$ cat src/rtl/isa_pkg.sv
// Shared ISA definitions for the decode/issue stage: R-type opcode,
// funct3/funct7 encodings, ALU control codes, register index type and the
// R-type decode helper.
package isa_pkg;

  localparam int XLEN  = 32;
  localparam int NREGS = 32;

  typedef logic [4:0] reg_idx_t;

  localparam logic [6:0] OP_R = 7'b0110011;

  localparam logic [2:0] F3_ADD  = 3'b000;
  localparam logic [2:0] F3_SLL  = 3'b001;
  localparam logic [2:0] F3_SLT  = 3'b010;
  localparam logic [2:0] F3_SLTU = 3'b011;
  localparam logic [2:0] F3_XOR  = 3'b100;
  localparam logic [2:0] F3_SR   = 3'b101;
  localparam logic [2:0] F3_OR   = 3'b110;
  localparam logic [2:0] F3_AND  = 3'b111;

  localparam logic [6:0] F7_BASE = 7'b0000000;
  localparam logic [6:0] F7_ALT  = 7'b0100000;

  localparam logic [6:0] ALU_ADD  = 7'd0;
  localparam logic [6:0] ALU_SUB  = 7'd1;
  localparam logic [6:0] ALU_XOR  = 7'd2;
  localparam logic [6:0] ALU_OR   = 7'd3;
  localparam logic [6:0] ALU_AND  = 7'd4;
  localparam logic [6:0] ALU_SLL  = 7'd5;
  localparam logic [6:0] ALU_SRL  = 7'd6;
  localparam logic [6:0] ALU_SRA  = 7'd7;
  localparam logic [6:0] ALU_SLT  = 7'd8;
  localparam logic [6:0] ALU_SLTU = 7'd9;

  typedef struct packed {
    logic       legal;
    logic [6:0] ctrl;
  } dec_t;

  // Map an instruction word to its ALU control code; anything that is not
  // a recognised R-type funct3/funct7 pair comes back with legal=0.
  function automatic dec_t decode_r(input logic [31:0] instr);
    dec_t       d;
    logic [6:0] f7;
    f7      = instr[31:25];
    d.legal = 1'b0;
    d.ctrl  = ALU_ADD;
    if (instr[6:0] == OP_R) begin
      case (instr[14:12])
        F3_ADD: begin
          if (f7 == F7_BASE) begin
            d.legal = 1'b1; d.ctrl = ALU_ADD;
          end else if (f7 == F7_ALT) begin
            d.legal = 1'b1; d.ctrl = ALU_SUB;
          end else begin
            d.legal = 1'b0;
          end
        end
        F3_SR: begin
          if (f7 == F7_BASE) begin
            d.legal = 1'b1; d.ctrl = ALU_SRL;
          end else if (f7 == F7_ALT) begin
            d.legal = 1'b1; d.ctrl = ALU_SRA;
          end else begin
            d.legal = 1'b0;
          end
        end
        F3_XOR:  begin d.legal = (f7 == F7_BASE); d.ctrl = ALU_XOR;  end
        F3_OR:   begin d.legal = (f7 == F7_BASE); d.ctrl = ALU_OR;   end
        F3_AND:  begin d.legal = (f7 == F7_BASE); d.ctrl = ALU_AND;  end
        F3_SLL:  begin d.legal = (f7 == F7_BASE); d.ctrl = ALU_SLL;  end
        F3_SLT:  begin d.legal = (f7 == F7_BASE); d.ctrl = ALU_SLT;  end
        F3_SLTU: begin d.legal = (f7 == F7_BASE); d.ctrl = ALU_SLTU; end
        default: begin d.legal = 1'b0; d.ctrl = ALU_ADD; end
      endcase
    end else begin
      d.legal = 1'b0;
    end
    return d;
  endfunction

endpackage

$ cat src/rtl/decode_issue_if.sv
// Bundle of the decode/issue stage's instruction input, ALU-side output,
// writeback port and status flags. master = environment, slave = stage.
interface decode_issue_if;
  import isa_pkg::*;

  logic            in_valid;
  logic            in_ready;
  logic [31:0]     in_instr;
  logic            out_valid;
  logic            out_ready;
  logic [6:0]      out_control;
  logic [XLEN-1:0] out_input1;
  logic [XLEN-1:0] out_input2;
  reg_idx_t        out_rd;
  logic            illegal;
  logic            wb_valid;
  reg_idx_t        wb_rd;
  logic [XLEN-1:0] wb_data;
  logic            busy;

  modport master (
    output in_valid, in_instr, out_ready, wb_valid, wb_rd, wb_data,
    input  in_ready, out_valid, out_control, out_input1, out_input2, out_rd,
           illegal, busy
  );

  modport slave (
    input  in_valid, in_instr, out_ready, wb_valid, wb_rd, wb_data,
    output in_ready, out_valid, out_control, out_input1, out_input2, out_rd,
           illegal, busy
  );
endinterface

$ cat src/rtl/decode_issue_reg_file.sv
// reg_file: 32 x XLEN register file, two combinational read ports, one
// write port, x0 hardwired to zero, asynchronous active-low clear.
module reg_file
  import isa_pkg::*;
(
  input  logic            clk,
  input  logic            rst_n,
  input  reg_idx_t        ra1,
  input  reg_idx_t        ra2,
  output logic [XLEN-1:0] rd1,
  output logic [XLEN-1:0] rd2,
  input  logic            we,
  input  reg_idx_t        wa,
  input  logic [XLEN-1:0] wd
);

  logic [XLEN-1:0] regs_q [NREGS];
  logic [XLEN-1:0] regs_d [NREGS];

  // Next-state array: apply the single write, never to x0.
  always_comb begin
    regs_d = regs_q;
    if (we && (wa != 5'd0)) begin
      regs_d[wa] = wd;
    end else begin
      regs_d[0] = {XLEN{1'b0}};
    end
  end

  // Register storage, cleared on reset.
  always_ff @(posedge clk or negedge rst_n) begin
    if (!rst_n) begin
      for (int i = 0; i < NREGS; i++) regs_q[i] <= {XLEN{1'b0}};
    end else begin
      regs_q <= regs_d;
    end
  end

  assign rd1 = (ra1 == 5'd0) ? {XLEN{1'b0}} : regs_q[ra1];
  assign rd2 = (ra2 == 5'd0) ? {XLEN{1'b0}} : regs_q[ra2];

endmodule

$ cat src/rtl/decode_issue.sv
// decode_issue: R-type decode, register read, pending-bit scoreboard and a
// one-entry output register feeding the ALU.
// Optional feature macro: WB_BYPASS_EN (same-cycle writeback forwarding).
module decode_issue
  import isa_pkg::*;
(
  input logic          clk,
  input logic          rst_n,
  decode_issue_if.slave bus
);

  reg_idx_t        rs1_s, rs2_s, rd_s;
  dec_t            dec_s;
  logic [XLEN-1:0] rf_rd1_s, rf_rd2_s, op1_s, op2_s;
  logic [NREGS-1:0] pend_eff_s, wb_mask_s;
  logic            hazard_s, accept_s, accept_legal_s;

  logic [NREGS-1:0] pending_q, pending_d;
  logic             out_valid_q, out_valid_d;
  logic [6:0]       out_control_q, out_control_d;
  logic [XLEN-1:0]  out_input1_q, out_input1_d;
  logic [XLEN-1:0]  out_input2_q, out_input2_d;
  reg_idx_t         out_rd_q, out_rd_d;
  logic             illegal_q, illegal_d;

  assign rs1_s = bus.in_instr[19:15];
  assign rs2_s = bus.in_instr[24:20];
  assign rd_s  = bus.in_instr[11:7];
  assign dec_s = decode_r(bus.in_instr);

  reg_file u_rf (
    .clk   (clk),
    .rst_n (rst_n),
    .ra1   (rs1_s),
    .ra2   (rs2_s),
    .rd1   (rf_rd1_s),
    .rd2   (rf_rd2_s),
    .we    (bus.wb_valid),
    .wa    (bus.wb_rd),
    .wd    (bus.wb_data)
  );

  // Effective pending bits and operand values for this cycle's hazard check.
  always_comb begin
    wb_mask_s = {NREGS{1'b0}};
    if (bus.wb_valid) begin
      wb_mask_s[bus.wb_rd] = 1'b1;
    end else begin
      wb_mask_s = {NREGS{1'b0}};
    end
`ifdef WB_BYPASS_EN
    pend_eff_s = pending_q & ~wb_mask_s;
    if (bus.wb_valid && (bus.wb_rd != 5'd0) && (bus.wb_rd == rs1_s)) begin
      op1_s = bus.wb_data;
    end else begin
      op1_s = rf_rd1_s;
    end
    if (bus.wb_valid && (bus.wb_rd != 5'd0) && (bus.wb_rd == rs2_s)) begin
      op2_s = bus.wb_data;
    end else begin
      op2_s = rf_rd2_s;
    end
`else
    pend_eff_s = pending_q;
    op1_s      = rf_rd1_s;
    op2_s      = rf_rd2_s;
`endif
  end

  assign hazard_s       = bus.in_valid & dec_s.legal &
                          (pend_eff_s[rs1_s] | pend_eff_s[rs2_s] | pend_eff_s[rd_s]);
  assign bus.in_ready   = (!out_valid_q || bus.out_ready) && !hazard_s;
  assign accept_s       = bus.in_valid & bus.in_ready;
  assign accept_legal_s = accept_s & dec_s.legal;

  // Scoreboard update: writeback clears, issue sets; set is applied last so it wins.
  always_comb begin
    pending_d = pending_q;
    if (bus.wb_valid) begin
      pending_d[bus.wb_rd] = 1'b0;
    end else begin
      pending_d = pending_q;
    end
    if (accept_legal_s) begin
      pending_d[rd_s] = 1'b1;
    end else begin
      pending_d[0] = 1'b0;
    end
    pending_d[0] = 1'b0;
  end

  // Output slot: load on legal accept, hold while stalled, drain on consume.
  always_comb begin
    out_valid_d   = out_valid_q;
    out_control_d = out_control_q;
    out_input1_d  = out_input1_q;
    out_input2_d  = out_input2_q;
    out_rd_d      = out_rd_q;
    illegal_d     = accept_s & ~dec_s.legal;
    if (accept_legal_s) begin
      out_valid_d   = 1'b1;
      out_control_d = dec_s.ctrl;
      out_input1_d  = op1_s;
      out_input2_d  = op2_s;
      out_rd_d      = rd_s;
    end else if (bus.out_ready) begin
      out_valid_d = 1'b0;
    end else begin
      out_valid_d = out_valid_q;
    end
  end

  // Stage state registers.
  always_ff @(posedge clk or negedge rst_n) begin
    if (!rst_n) begin
      pending_q     <= {NREGS{1'b0}};
      out_valid_q   <= 1'b0;
      out_control_q <= 7'd0;
      out_input1_q  <= {XLEN{1'b0}};
      out_input2_q  <= {XLEN{1'b0}};
      out_rd_q      <= 5'd0;
      illegal_q     <= 1'b0;
    end else begin
      pending_q     <= pending_d;
      out_valid_q   <= out_valid_d;
      out_control_q <= out_control_d;
      out_input1_q  <= out_input1_d;
      out_input2_q  <= out_input2_d;
      out_rd_q      <= out_rd_d;
      illegal_q     <= illegal_d;
    end
  end

  assign bus.out_valid   = out_valid_q;
  assign bus.out_control = out_control_q;
  assign bus.out_input1  = out_input1_q;
  assign bus.out_input2  = out_input2_q;
  assign bus.out_rd      = out_rd_q;
  assign bus.illegal     = illegal_q;
  assign bus.busy        = (|pending_q) | out_valid_q;

endmodule
$ cat src/flat_wrapper.sv
// flat-port wrapper written by rule: the top's interface ports become plain ports
module decode_issue_flat import isa_pkg::*;
  (clk, rst_n, bus_in_valid, bus_in_instr, bus_out_ready, bus_wb_valid, bus_wb_rd, bus_wb_data, bus_in_ready, bus_out_valid, bus_out_control, bus_out_input1, bus_out_input2, bus_out_rd, bus_illegal, bus_busy);
  decode_issue_if bus_i ();
  input logic clk;
  input logic rst_n;
  input wire logic [$bits(bus_i.in_valid)-1:0] bus_in_valid;
  input wire logic [$bits(bus_i.in_instr)-1:0] bus_in_instr;
  input wire logic [$bits(bus_i.out_ready)-1:0] bus_out_ready;
  input wire logic [$bits(bus_i.wb_valid)-1:0] bus_wb_valid;
  input wire logic [$bits(bus_i.wb_rd)-1:0] bus_wb_rd;
  input wire logic [$bits(bus_i.wb_data)-1:0] bus_wb_data;
  output wire logic [$bits(bus_i.in_ready)-1:0] bus_in_ready;
  output wire logic [$bits(bus_i.out_valid)-1:0] bus_out_valid;
  output wire logic [$bits(bus_i.out_control)-1:0] bus_out_control;
  output wire logic [$bits(bus_i.out_input1)-1:0] bus_out_input1;
  output wire logic [$bits(bus_i.out_input2)-1:0] bus_out_input2;
  output wire logic [$bits(bus_i.out_rd)-1:0] bus_out_rd;
  output wire logic [$bits(bus_i.illegal)-1:0] bus_illegal;
  output wire logic [$bits(bus_i.busy)-1:0] bus_busy;
  assign bus_i.in_valid = bus_in_valid;
  assign bus_i.in_instr = bus_in_instr;
  assign bus_i.out_ready = bus_out_ready;
  assign bus_i.wb_valid = bus_wb_valid;
  assign bus_i.wb_rd = bus_wb_rd;
  assign bus_i.wb_data = bus_wb_data;
  assign bus_in_ready = bus_i.in_ready;
  assign bus_out_valid = bus_i.out_valid;
  assign bus_out_control = bus_i.out_control;
  assign bus_out_input1 = bus_i.out_input1;
  assign bus_out_input2 = bus_i.out_input2;
  assign bus_out_rd = bus_i.out_rd;
  assign bus_illegal = bus_i.illegal;
  assign bus_busy = bus_i.busy;
  decode_issue u_core (.clk(clk), .rst_n(rst_n), .bus(bus_i));
endmodule
$ cat config.mk
export PLATFORM = sky130hd
export DESIGN_NAME = decode_issue_flat
export DESIGN_NICKNAME = d
export VERILOG_FILES = /design/src/rtl/isa_pkg.sv /design/src/rtl/decode_issue_if.sv /design/src/rtl/decode_issue_reg_file.sv /design/src/rtl/decode_issue.sv /design/src/flat_wrapper.sv
export SDC_FILE = /design/constraint.sdc
export NUM_CORES = 2
export LEC_CHECK = 0
export BUFFER_PORTS_ARGS = -buffer_cell sky130_fd_sc_hd__buf_2
export CAP_MARGIN = 40
export CORE_UTILIZATION = 57
export CTS_CLUSTER_DIAMETER = 80
export DETAILED_ROUTE_END_ITERATION = 12
export GPL_ROUTABILITY_DRIVEN = 0
export PLACE_DENSITY = 0.76
export SYNTH_ARGS = -nofsm -noshare
export SYNTH_HDL_FRONTEND = slang
export SYNTH_HIERARCHICAL = 1
export SYNTH_SLANG_ARGS = --single-unit
$ cat constraint.sdc
create_clock -name clk -period 2.3 [get_ports clk]
set_input_delay 0 -clock clk [delete_from_list [all_inputs] [get_ports clk]]
set_output_delay 0 -clock clk [all_outputs]
set_load 0.01 [all_outputs]
# [Word-level counts from Yosys, hierarchy flattened]
# Cells that the tools add are included.
[op_classes] n_eq_ne=9 n_bitwise=15 multipliers=0 n_addsub=0 n_reduce_logical=15 magnitude_cmp=10 n_shift=0 muxes=34 div_mod_pow=0
[ops] op="bitwise mux 1024 bit" n=1
[ops] op="binary-select mux 32 bit (select 5 bit)" n=2
[ops] op="2-to-1 mux 32 bit" n=9
[ops] op="demux 32 bit (select 5 bit)" n=1
[ops] op="one-hot mux 8 bit (8 select lines)" n=1
[ops] op="bitwise AND 32 bit" n=1
[ops] op="inverter 32 bit" n=1
[ops] op="OR 32 bit" n=1
[ops] op="2-to-1 mux 31 bit" n=1
[ops] op="OR reduction 31 bit" n=1
[ops] op="less-than comparator 5 x 6 -> 1 bit, second input constant" n=4
[ops] op=">= comparator 6 bit, second input constant" n=3
[ops] op="inverter 5 -> 6 bit" n=3
[ops] op="2-to-1 mux 8 bit" n=2
[ops] op="binary-select mux 1 bit (select 5 bit)" n=3
[ops] op="equality test 7 x 6 -> 1 bit, second input constant" n=2
[ops] op="equality test 3 bit, second input constant" n=4
[ops] op="demux 1 bit (select 5 bit)" n=2
[ops] op=">= comparator 5 x 1 -> 1 bit, second input constant" n=2
[ops] op="logical NOT 5 bit" n=2
[ops] op="2-to-1 mux 1 bit" n=10
[ops] op="logical NOT 7 bit" n=1
[ops] op="2-to-1 mux 7 bit" n=1
[ops] op="equality test 3 x 2 -> 1 bit, second input constant" n=2
[ops] op="other kinds (12)" n=23
[word_totals] n_memories=0 elab_cells=122 ramBits=0 latchBits=0 register_bits=1133 in_bits=74 out_inout_bits=80 romBits=0

# [Logic depth before layout (Yosys ltp)]
[depth] ltp_word=12 depth_mapped=10 depth_no_buf=6

# [Modules after synthesis]
# Netlist, hierarchy kept.
[by_module_without_submodules] module="reg_file" seq_area_each_um2=25624.6 area_per_inst_um2=54383.4 cells_per_inst=3705 instances=1
[by_module_without_submodules] module="decode_issue" seq_area_each_um2=2652.5 area_per_inst_um2=5517.8 cells_per_inst=457 instances=1

# [Worst setup path after synthesis]
# Ideal clock, no wire load.
[synth_path] path_kind="register to register" startpoint="reg u_core.pending_q[22] (netlist: u_core/pend_eff_s[22])" endpoint="reg u_core.out_control_q[3] (netlist: u_core/bus.out_control[3])" t_arrival_ns=2.323 setup_slack_ns=-0.148 period_less_slack_ns=2.448 setup_ns=0.125 stages_incl_launch_ff=9 required_time_ns=2.175 path_cell_list="dfrtp_1 -> mux4_2 -> o2111ai_1 -> nand2_1 -> a2111oi_2 -> nand4_2 -> buf_6 -> buf_6 -> mux2_4"
[synth_between] elab_chain_len=9
[synth_lines] element="from (decl)" line_no="decode_issue.sv:18" source="logic [NREGS-1:0] pending_q, pending_d;"
[synth_lines] element="from (signal assigned)" line_no="decode_issue.sv:116" source="pending_q <= {NREGS{1'b0}};"
[synth_lines] element="from (signal assigned)" line_no="decode_issue.sv:124" source="pending_q <= pending_d;"
[synth_lines] element="binary-select mux 1 bit (select 5 bit)" line_no="decode_issue.sv:71" source="(pend_eff_s[rs1_s] | pend_eff_s[rs2_s] | pend_eff_s[rd_s]);"
[synth_lines] element="2-to-1 mux 1 bit (not written as such)" line_no="decode_issue.sv:71"
[synth_lines] element="OR 1 bit" line_no="decode_issue.sv:71"
[synth_lines] element="OR 1 bit *" line_no="decode_issue.sv:71"
[synth_lines] element="bitwise AND 1 bit *" line_no="decode_issue.sv:70" source="assign hazard_s = bus.in_valid & dec_s.legal &"
[synth_lines] element="logical NOT 1 bit *" line_no="decode_issue.sv:72" source="assign bus.in_ready = (!out_valid_q || bus.out_ready) && !hazard_s;"
[synth_lines] element="logical AND 1 bit *" line_no="decode_issue.sv:72"
[synth_lines] element="bitwise AND 1 bit *" line_no="decode_issue.sv:73" source="assign accept_s = bus.in_valid & bus.in_ready;"
[synth_lines] element="bitwise AND 1 bit *" line_no="decode_issue.sv:74" source="assign accept_legal_s = accept_s & dec_s.legal;"
[synth_lines] element="to (signal assigned)" line_no="decode_issue.sv:126" source="out_control_q <= out_control_d;"
[synth_lines] element="to (decl)" line_no="decode_issue.sv:20" source="logic [6:0] out_control_q, out_control_d;"
# Every way passes the cells marked *; elsewhere a longest branch is shown, timed or not. The select of a mux whose other input is x is not followed.
# A chain may end at the register's enable or synchronous reset.

# [Worst setup path after layout]
[layout_path] startpoint="reg u_core.pending_q[3] (netlist: u_core/pend_eff_s[3])" endpoint="out bus_in_ready"
[layout_between] elab_chain_len=7
[layout_lines] element="binary-select mux 1 bit (select 5 bit)" line_no="decode_issue.sv:71"
[layout_lines] element="2-to-1 mux 1 bit (not written as such)" line_no="decode_issue.sv:71"
[layout_lines] element="OR 1 bit" line_no="decode_issue.sv:71"
[layout_lines] element="OR 1 bit *" line_no="decode_issue.sv:71"
[layout_lines] element="bitwise AND 1 bit *" line_no="decode_issue.sv:70"
[layout_lines] element="logical NOT 1 bit *" line_no="decode_issue.sv:72"
[layout_lines] element="logical AND 1 bit *" line_no="decode_issue.sv:72"
[layout_lines] element="to (decl)" line_no="flat_wrapper.sv:13" source="output wire logic [$bits(bus_i.in_ready)-1:0] bus_in_ready;"
# Marks and branches as above.

==> results.md <==
- DRT antenna net count: 0
- Vias: between 40000 and 50000
- CTS tree: done
- Vias per cell: 7.050
- H-tree Lvls: 3
- WHS: roughly 0.054 ns
- Initial antenna violation count: 10
- R2R Path Start: u_core/pend_eff_s[30]
- Post-route setup slack: -0.5290 ns
- Synth cell types: 60
- Peak supply drop: 0.6541 mV
- #FFs+latches synth: around 1100
- WL met3: 20610 µm
- DRC Markers: 0
- Die ar.: 106400 µm²
- PwrDens: 806.9 nW/µm²
- CP Launch Type: flip-flop
- Root Driver: clkbuf_16
- Nets: roughly 4600
- Vias in the first global route: 43600
- Worst hold path type: input pin to flip-flop
- Worst Skew: around 0.027 ns
- CP Class: flip-flop to primary output
- Row cnt: 118
- Clock Latency Late Sink: 0.72 ns
- Critical Path AT: 2.83 ns
- RSZ-0062 raised after global routing: yes
- Final HPWL DP: 123300 µm
- Violated checks: setup timing
- Core box area: about 100000 µm²
- Final Hold Viols: 0
- Detailed Routing Iterations Pass 1: 5
- Placed insts: around 5700
- Critical Path Fanout Max: 5
- Vert. Die Dim: 326.2 µm
- Final Slew Violations: 0
- GRT Util Overall: 36.86%
- WL final: 194900 µm
- # setup viols final: about 110
- Layout cell share with drive strength beyond 1: 51.01%
- Internal reg-to-reg setup slack: -0.48 ns
- Synth area leader: dfrtp_1
- Crit path capture type: primary output
- Starting density of the core: approximately 58%
- Max-cap violations: 0
- R2R depth: 11
- Fmax: 353.5 MHz
- Top cell type's share of synthesized area: 47.21%
- Fin cells: approximately 6000
- Final Cycle Share: 123.0%
- Minimum clock period: 2.829 ns
- Seq/Total Area, Yosys: a little under half
- CTS sink cnt: 1130
- Post-Synthesis Cells: 4162
- Min-delay src: bus_wb_rd[0]
- CTS Buffer Depth: 3
- 1st-iter DRT viols: 5220
- Setup crit end: bus_in_ready
- Max_slew headroom: 39.46%
- CP required: 2.30 ns
- Tightest Pin Transition: 0.9051 ns
- Most used DFF post-synth: dfrtp_1
- Routed len/inst: 32.55 µm
- Wire length on met1: 73720 µm
- Top metal layer carrying routed signals: met5
- FF/Latch Area: between 20000 and 30000 µm²
- Count of buffers from port buffering: 150
- Asr flop ratio synth: 100.0%
- Number of enable flip-flop cells after synthesis: 0
- Crit. Startpoint: u_core/pend_eff_s[3]
- Multi-input gate area: 29920 µm²
- Synth area leaders: dfrtp_1, mux2_2, mux4_2
- GRT overflow: 0
- Fillers: a little over 7000
- Pin count of the biggest net entering global routing: approximately 100
- Status: complete, but fails checks
- IO Pins: 154
- R2r endpoint: u_core/bus.out_input2[16]
- Clock transition at path regs: 0.06 ns
- Met2 wire len: ~89000 µm
- DIE WIDTH: ~330 µm
- Syn_area_per_cell: 14.39 µm²
- Synth warn: 6
- Synthesis-to-finish area growth: 17.28%
- Leakage: 31.57 nW
- Mapped Area: roughly 60000 µm²
- Global-route wire length before repair: between 200000 and 300000 µm
- Num CTS Buffers: 115
[metal layers]
layer,vias to the layer above,track usage (%)
met5,-,0
met4,16,18.32
met3,709,9.286
met2,2628,56.08
met1,22090,49.56
li1,16770,-
[worst min path at each step]
stage	to	slack, ns	depth (start not counted)
after floorplan	u_core/bus.illegal	-0.30	0
after global placement	u_core/u_rf/regs_q[694]	-0.004	1
after detailed placement	u_core/u_rf/regs_q[798]	0.004	1
after CTS	u_core/pend_eff_s[16]	0.001	4
after global routing	u_core/u_rf/regs_q[997]	0.09	4
final	u_core/pend_eff_s[16]	0.05	4
[cells in the final DEF, fill, tap and decap left out, types with 58 or more instances in the layout]
| cell type | netlist | final |
|---|---|---|
| dlygate4sd3_1 | 0 | 58 |
| dfrtp_1 | 1130 | 1130 |
| buf_4 | 39 | 333 |
| o22ai_1 | 68 | 68 |
| buf_2 | 77 | 143 |
| buf_12 | 0 | 107 |
| mux2i_1 | 298 | 298 |
| mux2_2 | 1053 | 1053 |
| a22oi_1 | 88 | 88 |
| clkbuf_16 | 0 | 117 |
| mux4_2 | 396 | 396 |
[synthesized netlist by cell type, types with 2 or more instances]
| cell | number |
|---|---|
| a2111oi_0 | 58 |
| a2111oi_1 | 3 |
| a2111oi_2 | 2 |
| a211oi_1 | 35 |
| a21oi_1 | 37 |
| a221oi_1 | 5 |
| a22o_1 | 52 |
| a22oi_1 | 88 |
| a31oi_1 | 15 |
| and2_1 | 44 |
| and3_1 | 3 |
| and3b_1 | 5 |
| buf_1 | 61 |
| buf_2 | 77 |
| buf_4 | 39 |
| buf_6 | 12 |
| clkbuf_1 | 237 |
| dfrtp_1 | 1130 |
| inv_1 | 13 |
| mux2_2 | 1053 |
| mux2_4 | 50 |
| mux2i_1 | 298 |
| mux4_2 | 396 |
| nand2_1 | 64 |
| nand2b_1 | 4 |
| nand3_1 | 18 |
| nand3b_1 | 10 |
| nand4_1 | 3 |
| nor2_1 | 32 |
| nor2b_1 | 58 |
| nor3_1 | 45 |
| nor3b_1 | 8 |
| nor4_1 | 29 |
| nor4b_1 | 2 |
| o2111ai_1 | 2 |
| o21ai_0 | 67 |
| o221ai_1 | 4 |
| o22ai_1 | 68 |
| o32ai_1 | 7 |
| or2_2 | 3 |
| or3_1 | 4 |
| or3b_2 | 3 |
[kinds of logic (layout without fill, tap and decap cells)]
group | count (synthesis) | in the layout | share of synthesized area, %
muxes | 1797 | 1797 | 40.92
AOI/OAI and AO/OA | 451 | 451 | 5.358
xor gates and xnor gates | 1 | 1 | 0.01462
buffers and inverters | 441 | 884 | 3.344
other | 1 | 4 | 0.006260
and+or+nand+nor | 341 | 341 | 3.154
DFF | 1130 | 1130 | 47.21
[critical path: stages (launching register included)]
cell       delay (ns)
dfrtp_1          0.43
mux2_2           0.30
a221oi_1         0.32
a31oi_1          0.12
a2111oi_4        0.42
and3_4           0.26
o31a_1           0.15
buf_2            0.13
[registers in the layout (all words and copies together) (netlist names)]
| register | flops |
|---|---|
| u_core/bus.illegal | 1 |
| u_core/pend_eff_s | 31 |
| u_core/bus.out_input1 | 32 |
| u_core/bus.out_valid | 1 |
| u_core/u_rf/regs_q | 1024 |
| u_core/bus.out_rd | 5 |
| u_core/bus.out_control | 4 |
| u_core/bus.out_input2 | 32 |
[power breakdown]
part           total [mW]  internal (mW)  switching (mW)
clock                19.4           11.3            8.09
sequential           26.1           23.3            2.77
combinational        11.2           6.68            4.52
total                56.7           41.3            15.4
[per-stage QoR]
stage / setup WS [ns] / setup TNS, ns / utilization [%] / total power, mW / cell area (µm²)
after floorplan: -0.09045 / -4.523 / - / 33.24 / 59920
after global placement: -0.2446 / -18.05 / 62.97 / 36.56 / 65360
after detailed placement: -0.3507 / -16.49 / 62.97 / 37.16 / 65360
after CTS: -0.5059 / -29.63 / 67.67 / 56.52 / 70240
after global routing: -0.6220 / -48.61 / 67.69 / 58.64 / 70250
final: -0.5290 / -36.83 / 67.69 / 56.69 / 70250
[timing repair]
item,in CTS,in global routing
endpoints found under the setup margin,101,106
gates cloned,10,0
buffers inserted,9,0
resized for setup,54,3
pin swaps,3,0
endpoints found under the hold margin,2028,0
hold buffers,58,0
[area by class of cell]
type | count | share of cell area, %
Clock buffer | 164 | 4.704
Sequential cell | 1130 | 40.25
Multi-Input combinational cell | 2593 | 42.59
Tap cell | 1380 | 2.458
Antenna cell | 1 | 0.003562
Timing Repair Buffer | 662 | 9.105
Clock inverter | 45 | 0.8157
Inverter | 13 | 0.06946
Power figures use the tool's default switching activity.
